[src/rtl/mmio_initiator.sv]
// mmio_initiator
//   Bus-master end of the core's MMIO load/store path. Accepts one request
//   from the MEM stage, drives the device strobes, waits for the device's
//   valid (or a timeout), and returns aligned and extended load data, or an
//   error, as a one-cycle response. The pipeline is stalled while the
//   request is outstanding.
//
// Ports
//   clk, rst          clock, synchronous active-high reset
//   req_*             request from the pipeline (valid/ready handshake)
//   resp_*            one-cycle response pulse: data, error
//   stall_o           pipeline stall
//   address_o/indata_o/wen_o/ren_o/mask_o   device-side strobes
//   outdata_i/valid_i device read data and completion
module mmio_initiator #(
   parameter int TIMEOUT   = 16,
   parameter int BUS_BYTES = 8
) (
   input  logic                     clk,
   input  logic                     rst,
   input  logic                     req_valid_i,
   output logic                     req_ready_o,
   input  logic                     req_we_i,
   input  logic [63:0]              req_addr_i,
   input  logic [BUS_BYTES*8-1:0]   req_wdata_i,
   input  logic [1:0]               req_size_i,
   input  logic                     req_unsigned_i,
   output logic                     resp_valid_o,
   output logic [BUS_BYTES*8-1:0]   resp_rdata_o,
   output logic                     resp_err_o,
   output logic                     stall_o,
   output logic [63:0]              address_o,
   output logic [BUS_BYTES*8-1:0]   indata_o,
   output logic                     wen_o,
   output logic                     ren_o,
   output logic [BUS_BYTES-1:0]     mask_o,
   input  logic [BUS_BYTES*8-1:0]   outdata_i,
   input  logic                     valid_i
);

   localparam int DW = BUS_BYTES * 8;

   localparam logic [1:0] S_IDLE  = 2'd0;
   localparam logic [1:0] S_ISSUE = 2'd1;
   localparam logic [1:0] S_WAIT  = 2'd2;
   localparam logic [1:0] S_RESP  = 2'd3;

   logic [1:0]           state_q, state_d;
   logic                 we_q, we_d;
   logic [2:0]           off_q, off_d;
   logic [1:0]           size_q, size_d;
   logic                 uns_q, uns_d;
   logic [7:0]           cnt_q, cnt_d;
   logic [63:0]          address_q, address_d;
   logic [DW-1:0]        indata_q, indata_d;
   logic [BUS_BYTES-1:0] mask_q, mask_d;
   logic                 wen_q, wen_d;
   logic                 ren_q, ren_d;
   logic                 resp_valid_q, resp_valid_d;
   logic                 resp_err_q, resp_err_d;
   logic [DW-1:0]        resp_rdata_q, resp_rdata_d;

   logic                 misaligned;
   logic [BUS_BYTES-1:0] mask_base;
   logic [DW-1:0]        rd_shift;
   logic [DW-1:0]        rd_ext;

   // Alignment of the incoming request.
   always_comb begin
      misaligned = 1'b0;
      mask_base  = '0;
      case (req_size_i)
         2'd0: begin misaligned = 1'b0;             mask_base = BUS_BYTES'(8'h01); end
         2'd1: begin misaligned = req_addr_i[0];    mask_base = BUS_BYTES'(8'h03); end
         2'd2: begin misaligned = |req_addr_i[1:0]; mask_base = BUS_BYTES'(8'h0F); end
         default: begin misaligned = |req_addr_i[2:0]; mask_base = BUS_BYTES'(8'hFF); end
      endcase
   end

   // Move the addressed lane down to bit 0, then truncate and extend.
   always_comb begin
      rd_shift = outdata_i >> {off_q, 3'b000};
      rd_ext   = rd_shift;
      case (size_q)
         2'd0: rd_ext = uns_q ? {{(DW-8){1'b0}},  rd_shift[7:0]}
                              : {{(DW-8){rd_shift[7]}},  rd_shift[7:0]};
         2'd1: rd_ext = uns_q ? {{(DW-16){1'b0}}, rd_shift[15:0]}
                              : {{(DW-16){rd_shift[15]}}, rd_shift[15:0]};
         2'd2: rd_ext = uns_q ? {{(DW-32){1'b0}}, rd_shift[31:0]}
                              : {{(DW-32){rd_shift[31]}}, rd_shift[31:0]};
         default: rd_ext = rd_shift;
      endcase
   end

   always_comb begin
      state_d      = state_q;
      we_d         = we_q;
      off_d        = off_q;
      size_d       = size_q;
      uns_d        = uns_q;
      cnt_d        = cnt_q;
      address_d    = address_q;
      indata_d     = indata_q;
      mask_d       = mask_q;
      wen_d        = wen_q;
      ren_d        = ren_q;
      resp_valid_d = 1'b0;
      resp_err_d   = 1'b0;
      resp_rdata_d = '0;

      case (state_q)
         S_IDLE: begin
            if (req_valid_i) begin
               we_d   = req_we_i;
               off_d  = req_addr_i[2:0];
               size_d = req_size_i;
               uns_d  = req_unsigned_i;
               if (misaligned) begin
                  // Never reaches the bus; report straight away.
                  state_d      = S_RESP;
                  resp_valid_d = 1'b1;
                  resp_err_d   = 1'b1;
               end else begin
                  state_d   = S_ISSUE;
                  cnt_d     = '0;
                  address_d = {req_addr_i[63:3], 3'b000};
                  mask_d    = mask_base << req_addr_i[2:0];
                  indata_d  = req_wdata_i << {req_addr_i[2:0], 3'b000};
                  wen_d     = req_we_i;
                  ren_d     = ~req_we_i;
               end
            end
         end

         S_ISSUE, S_WAIT: begin
            if (valid_i) begin
               state_d      = S_RESP;
               resp_valid_d = 1'b1;
               resp_rdata_d = we_q ? '0 : rd_ext;
            end else if (state_q == S_ISSUE) begin
               state_d = S_WAIT;
            end else if (cnt_q == 8'(TIMEOUT - 1)) begin
               state_d      = S_RESP;
               resp_valid_d = 1'b1;
               resp_err_d   = 1'b1;
            end else if (cnt_q != 8'hFF) begin
               cnt_d = cnt_q + 8'd1;
            end
            // Leaving the bus phase: release every strobe together.
            if (state_d == S_RESP) begin
               wen_d     = 1'b0;
               ren_d     = 1'b0;
               mask_d    = '0;
               address_d = '0;
               indata_d  = '0;
            end
         end

         default: begin
            state_d = S_IDLE;
         end
      endcase
   end

   always_ff @(posedge clk) begin
      if (rst) begin
         state_q      <= S_IDLE;
         we_q         <= 1'b0;
         off_q        <= '0;
         size_q       <= '0;
         uns_q        <= 1'b0;
         cnt_q        <= '0;
         address_q    <= '0;
         indata_q     <= '0;
         mask_q       <= '0;
         wen_q        <= 1'b0;
         ren_q        <= 1'b0;
         resp_valid_q <= 1'b0;
         resp_err_q   <= 1'b0;
         resp_rdata_q <= '0;
      end else begin
         state_q      <= state_d;
         we_q         <= we_d;
         off_q        <= off_d;
         size_q       <= size_d;
         uns_q        <= uns_d;
         cnt_q        <= cnt_d;
         address_q    <= address_d;
         indata_q     <= indata_d;
         mask_q       <= mask_d;
         wen_q        <= wen_d;
         ren_q        <= ren_d;
         resp_valid_q <= resp_valid_d;
         resp_err_q   <= resp_err_d;
         resp_rdata_q <= resp_rdata_d;
      end
   end

   assign req_ready_o  = (state_q == S_IDLE);
   assign stall_o      = (state_q == S_IDLE) ? req_valid_i : (state_q != S_RESP);
   assign resp_valid_o = resp_valid_q;
   assign resp_err_o   = resp_err_q;
   assign resp_rdata_o = resp_rdata_q;
   assign address_o    = address_q;
   assign indata_o     = indata_q;
   assign mask_o       = mask_q;
   assign wen_o        = wen_q;
   assign ren_o        = ren_q;

endmodule

[config.mk]
export PLATFORM = sky130hd
export DESIGN_NAME = mmio_initiator
export DESIGN_NICKNAME = d
export VERILOG_FILES = /design/src/rtl/mmio_initiator.sv
export SDC_FILE = /design/constraint.sdc
export NUM_CORES = 1
export LEC_CHECK = 0
export CORE_ASPECT_RATIO = 1.2
export CORE_MARGIN = 4
export CORE_UTILIZATION = 25
export DETAILED_ROUTE_END_ITERATION = 8
export GPL_TIMING_DRIVEN = 0
export SYNTH_ARGS = -nofsm -noshare
export SYNTH_HDL_FRONTEND = slang
export SYNTH_SLANG_ARGS = --single-unit
[constraint.sdc]
create_clock -name clk -period 5.4 [get_ports clk]
set_input_delay 0.81 -clock clk [delete_from_list [all_inputs] [get_ports clk]]
set_output_delay 0.81 -clock clk [all_outputs]
set_load 0.03 [all_outputs]
==> metrics.cfg, run 1 <==
[power]
p_per_area_mw_per_mm2=371.9
p_seq_share_pct=31.8
p_total_mw=6.032
switching_share_pct=39.00
p_comb_share_pct=39.0
switchingPower_mw=2.353
leakagePower_nw=5.925
vdd_drop_max_mv=0.2265
p_int_mw=3.680
power.share.clock_pct=29.3

[worst_setup_path]
setup.worst_path.end_class=primary output
arrival_ps=2580
reg2reg_to=address_o[46]
crit_type=register to primary output
cp_max_fo=9
startpoint_type=register
r2r_slack_ps=2340
rr_startpoint=state_q[0]
worstPathRequired_ps=4590
r2r.worst_path.cells=7

[timing]
skew_ps=16.03
tns_ps=0
worstMarginPinSlew_ps=1033
relSlewSlack_pct=30.78
fmax_ghz=0.2946
hold_viol_final=0
rsz0062_at_grt=false
fin_crit_ps=3395
setup_violations=0
fin_crit_sh_pct=62.87
maxSlewViolCount=0

[logic_synthesis]
ys_ff_latch=218
syn_inst=1189
async_reset_ff_share_pct=0
avgSynthCellArea_um2=8.980
synth_edf_count=0
yosysWarnings=0
synth_ff_type=dfxtp_1
netlist_area_mm2=0.01068
synth_cell_types=54
ys_seq_area_share_pct=40.87

[route]
via_count=11130
via_per_inst=5.097
dr.pass1.iters=5
antenna_left=0
drc=0
finalWirelength_mm=51.09
drt_iter0_markers=611
wl_per_cell_um=23.39

[die]
initial_core_util_pct=25.45
ios=406
die_y_um=234.4
die_w_um=196.7
coreArea_mm2=0.04196
rows=82
dieArea_mm2=0.04610

[clock_tree]
cts.sinks=218
clockBufferDepth=3
clk_pin_slew_worst_paths_ps=60
tritoncts=yes
hold_buffers=0
h-tree-depth=1
clk_latency_ps=550
postCtsSetupBuffers=0
cts_buffers=26
cts_root_buf=clkbuf_16
cts-resized-gates=0

[min_path]
holdPathStages=2
hp-start=indata_o[26]
min_delay_worst_endpoint=indata_o[26]
hold_class=register to register

[layout]
area_delta_synth_final_pct=51.91
fin_nets=1823
antenna_cells=0
drive_gt1_share_pct=10.13

[grt]
grt_pass1_vias=11470
antenna_found_initial=3
grtUsageTotal_pct=20.77
grt_max_degree=14
grt_overflow=0
grt_pass1_wl_mm=73.65

[flow_run]
max-cap-violations=0

[status]
status=completed

[placed_design]
hpwl_mm=40.75
gp_congestion=0.9880
portBuffers=399

[Yosys cell counts, types with 2 or more instances]
library cell	count	area, um^2
dfxtp_1	218	4364
mux2i_1	86	860.8
mux4_2	24	540.5
o32ai_1	4	35.03
nand3b_1	28	210.2
a211oi_1	18	135.1
ha_1	5	62.56
buf_4	4	30.03
and2_1	4	25.02
buf_1	12	45.04
o21ai_0	42	210.2
or3_1	16	100.1
inv_1	10	37.54
o211ai_1	3	22.52
o31a_1	2	17.52
nor2_1	37	138.9
a21oi_1	131	655.6
buf_2	42	210.2
o22ai_1	7	43.79
o41ai_1	2	17.52
nand3_1	44	220.2
nor3_1	3	15.01
and3_1	2	12.51
nor2b_1	15	93.84
a211o_1	17	148.9
a31oi_1	7	43.79
or2_2	11	68.82
o31ai_1	12	90.09
clkbuf_1	53	198.9
a22o_1	65	569.3
o22a_1	2	17.52
nand2b_1	20	125.1
a2bb2oi_1	14	122.6
nand2_1	179	671.9
mux2_2	31	349.1
[critical path: stages, from the launching register on]
cell,delay [ps]
dfxtp_1,510
inv_1,80
ha_1,300
nand2_1,350
o21ai_0,160
clkdlybuf4s50_1,650
[stage by stage]
step / utilization (%) / hold slack (ps) / setup WS (ps) / instances / area [um^2]
5_1_grt: 38.65 / 473.5 / 1841 / 2184 / 16220
2_1_floorplan: - / 436.7 / 2965 / 1191 / 10690
4_1_cts: 38.65 / 454.9 / 1948 / 2184 / 16220
3_5_place_dp: 36.61 / 445.8 / 1860 / 2136 / 15360
6_report: 38.65 / 450.5 / 2005 / 2184 / 16220
3_3_place_gp: 36.61 / 443.3 / 1883 / 2136 / 15360
[cell usage in the layout, fill, tap and decap left out, types with 10 or more instances in the layout]
master and n:
mux2i_1 86, a2bb2oi_1 14, a211oi_1 18, nand2b_1 20, clkdlybuf4s50_1 399, a211o_1 17
nand3b_1 28, buf_1 12, o31ai_1 12, a22o_1 65, mux2_2 31, inv_1 10
nor2b_1 15, nand3_1 44, or2_2 11, o21ai_0 42, dfxtp_1 218, buf_2 42
clkbuf_1 55, a21oi_1 131, clkbuf_16 26, nor2_1 37, or3_1 16, nand2_1 179
mux4_2 24
[sequential cells by signal, indices dropped and copies added (netlist names), 2 cells and up]
name	cells
mask_o	8
address_o	61
resp_rdata_o	64
off_q	3
indata_o	64
cnt_q	8
state_q	2
size_q	2
[layout make-up]
type / count / area (um^2)
repair buffers: 399 / 3994
clock buffers: 33 / 726.9
flip-flops and latches: 218 / 4364
multi-input cells: 850 / 5792
clock inverters: 15 / 131.4
plain buffers: 111 / 484.2
well taps: 546 / 683.2
inverters: 12 / 45.04
fillers: 4238 / 25740
[power groups by stage]
stage / Clock (mW) / Combinational, mW / Sequential [mW]
3_3_place_gp: 0 / 2.33 / 1.94
4_1_cts: 1.82 / 2.35 / 1.91
3_5_place_dp: 0 / 2.34 / 1.95
5_1_grt: 1.87 / 2.50 / 1.94
2_1_floorplan: 0 / 0.986 / 2.27
6_report: 1.77 / 2.35 / 1.92
[cells by family (layout without fill, tap and decap cells)]
group	count (synthesis)	in the layout	share of synthesized area, %
other	1	3	0.03512
buffers and inverters	123	570	4.957
and+or+nand+nor	368	368	16.49
muxes	141	141	16.39
adders and majority gates	5	5	0.5859
DFF	218	218	40.87
AOI/OAI and AO/OA	333	333	20.67
[per-layer routing]
layer	share of wire [%]	global-route usage (%)	up-vias
li1	-	-	5165
met1	38	24.08	5281
met2	49	36.05	558
met3	7.9	4.814	121
met4	5.1	10.25	6
met5	0.069	0	-
[how the worst max path moves through the flow]
stage,startpoint,to,depth (start not counted)
final,state_q[0],stall_o,5
after global routing,state_q[0],stall_o,5
after CTS,state_q[0],stall_o,5
after detailed placement,outdata_i[63],resp_rdata_o[37],8
after global placement,req_addr_i[2],indata_o[32],7
after floorplan,state_q[0],stall_o,3
Note: power is estimated with default switching activity, not from simulation.
==> inputs of run 2 (changes only) <==
- clock period: 5.4 -> 3.28 ns (I/O delays scaled with it)
==> metrics.cfg, run 2 (synthesis gave the netlist of run 1 again) <==
[timing]
fmax_ghz=0.3222
finalWorstSetupSlack_ps=176.3  ; -1829 ps
skew_ps=15.73  ; -0.2937 ps
rsz0062_at_grt=false
worstMarginPinSlew_ps=988.4  ; -44.32 ps
setup_violations=0  ; unchanged
fin_crit_sh_pct=94.62
tns_ps=0  ; unchanged
fin_crit_ps=3104
hold_viol_final=0  ; unchanged
fin_hold_ws_ps=314.1  ; -136.4 ps
relSlewSlack_pct=33.56  ; +2.8 points
maxSlewViolCount=0  ; unchanged

[status]
status=completed

[layout]
mostFrequentLayoutCell=clkdlybuf4s50_1
antenna_cells=0  ; unchanged
fin_nets=1823  ; unchanged
area_delta_synth_final_pct=51.97  ; about the same
nFillCells=4237  ; -0.024%
layout_common_cells=clkdlybuf4s50_1, dfxtp_1, nand2_1
fin_util_pct=38.67  ; about the same
drive_gt1_share_pct=10.13  ; unchanged

[worst_setup_path]
cp_max_fo=9  ; unchanged
setup.worst_path.end_class=primary output
startpoint_type=register
arrival_ps=2610  ; +30 ps
worstPathRequired_ps=2790  ; -1800 ps
crit_type=register to primary output

[die]
rows=82  ; unchanged
die_y_um=234.4  ; unchanged
initial_core_util_pct=25.45  ; unchanged
dieArea_mm2=0.04610  ; unchanged
die_w_um=196.7  ; unchanged
ios=406  ; unchanged
coreArea_mm2=0.04196  ; unchanged

[clock_tree]
h-tree-depth=1  ; unchanged
clockBufferDepth=3  ; unchanged
cts-resized-gates=0  ; unchanged
clk_latency_ps=550  ; about the same
cts_buffers=26  ; unchanged
clk_pin_slew_worst_paths_ps=60  ; about the same
cts.sinks=218  ; unchanged
postCtsSetupBuffers=0  ; unchanged
hold_buffers=0  ; unchanged
cts_root_buf=clkbuf_16
tritoncts=yes

[route]
via_count=11110  ; -0.22%
finalWirelength_mm=51.06  ; about the same
via_per_inst=5.085  ; -0.22%
dr.pass1.iters=5  ; unchanged
wl_per_cell_um=23.38  ; about the same
drc=0  ; unchanged
antenna_left=0  ; unchanged
drt_iter0_markers=615  ; +0.65%

[grt]
grt_overflow=0  ; unchanged
grt_max_degree=14  ; unchanged
grtUsageTotal_pct=20.77  ; unchanged
grt_pass1_wl_mm=73.65  ; unchanged
grt_pass1_vias=11470  ; unchanged
antenna_found_initial=3  ; unchanged

[placed_design]
dp_slack_ps=57.50  ; -1802 ps
portBuffers=399  ; unchanged
gp_congestion=0.9880  ; unchanged
hpwl_mm=40.75  ; unchanged

[min_path]
hold_class=primary input to register

[power]
vdd_drop_max_mv=0.3690  ; +63%
p_per_area_mw_per_mm2=612.1  ; +65%
leakagePower_nw=5.929  ; about the same
p_total_mw=9.933  ; +65%

[flow_run]
max-cap-violations=0  ; unchanged

[run 2: cell counts in the layout (fill, tap and decap cells not counted)]
No cell type changed its count.
[run 2: worst paths after layout]
path                 startpoint      endpoint  slack (ps)  cells after the start
setup / recovery     state_q[0]       stall_o         180                      5
hold reg to reg    indata_o[26]  indata_o[26]         450                      2
setup reg to reg     state_q[0]   indata_o[5]         240                     10
hold / removal    req_size_i[1]     size_q[1]         310                      3
[run 2: cell type report]
| cell class | instances | area (um^2) | area share [%] |
|---|---|---|---|
| Tap cell | 546 | 683.2 | 4.210 |
| Multi-Input combinational cell | 850 | 5798 | 35.73 |
| Timing Repair Buffer | 399 | 3994 | 24.61 |
| Inverter | 12 | 45.04 | 0.2776 |
| Clock inverter | 15 | 131.4 | 0.8096 |
| Buffer | 111 | 484.2 | 2.984 |
| Clock buffer | 33 | 726.9 | 4.480 |
| Sequential cell | 218 | 4364 | 26.89 |
[run 2: power by group]
group	switching (mW)	total [mW]	internal, mW
sequential	0.189	3.16	2.97
combinational	2.44	3.87	1.43
clock	1.25	2.90	1.66
total	3.87	9.93	6.06
[run 2: worst max-delay path: stages, from the launching register on]
cell and delay [ps]:
dfxtp_1 510, inv_1 80, ha_1 300, nand2_1 370, o21ai_0 160, clkdlybuf4s50_1 650
[run 2: per-stage QoR]
stage / std cells / cell area (um^2)
2_1_floorplan: 1191 / 10690
3_3_place_gp: 2136 / 15360
3_5_place_dp: 2136 / 15360
4_1_cts: 2184 / 16220
5_1_grt: 2184 / 16230
6_report: 2184 / 16230
[run 2: routing by layer]
layer | share of wire (%) | GRT usage [%] | vias up
li1 | - | - | 5166
met1 | 38 | 24.08 | 5258
met2 | 49 | 36.05 | 548
met3 | 8.0 | 4.814 | 128
met4 | 5.2 | 10.25 | 6
met5 | 0.069 | 0 | -
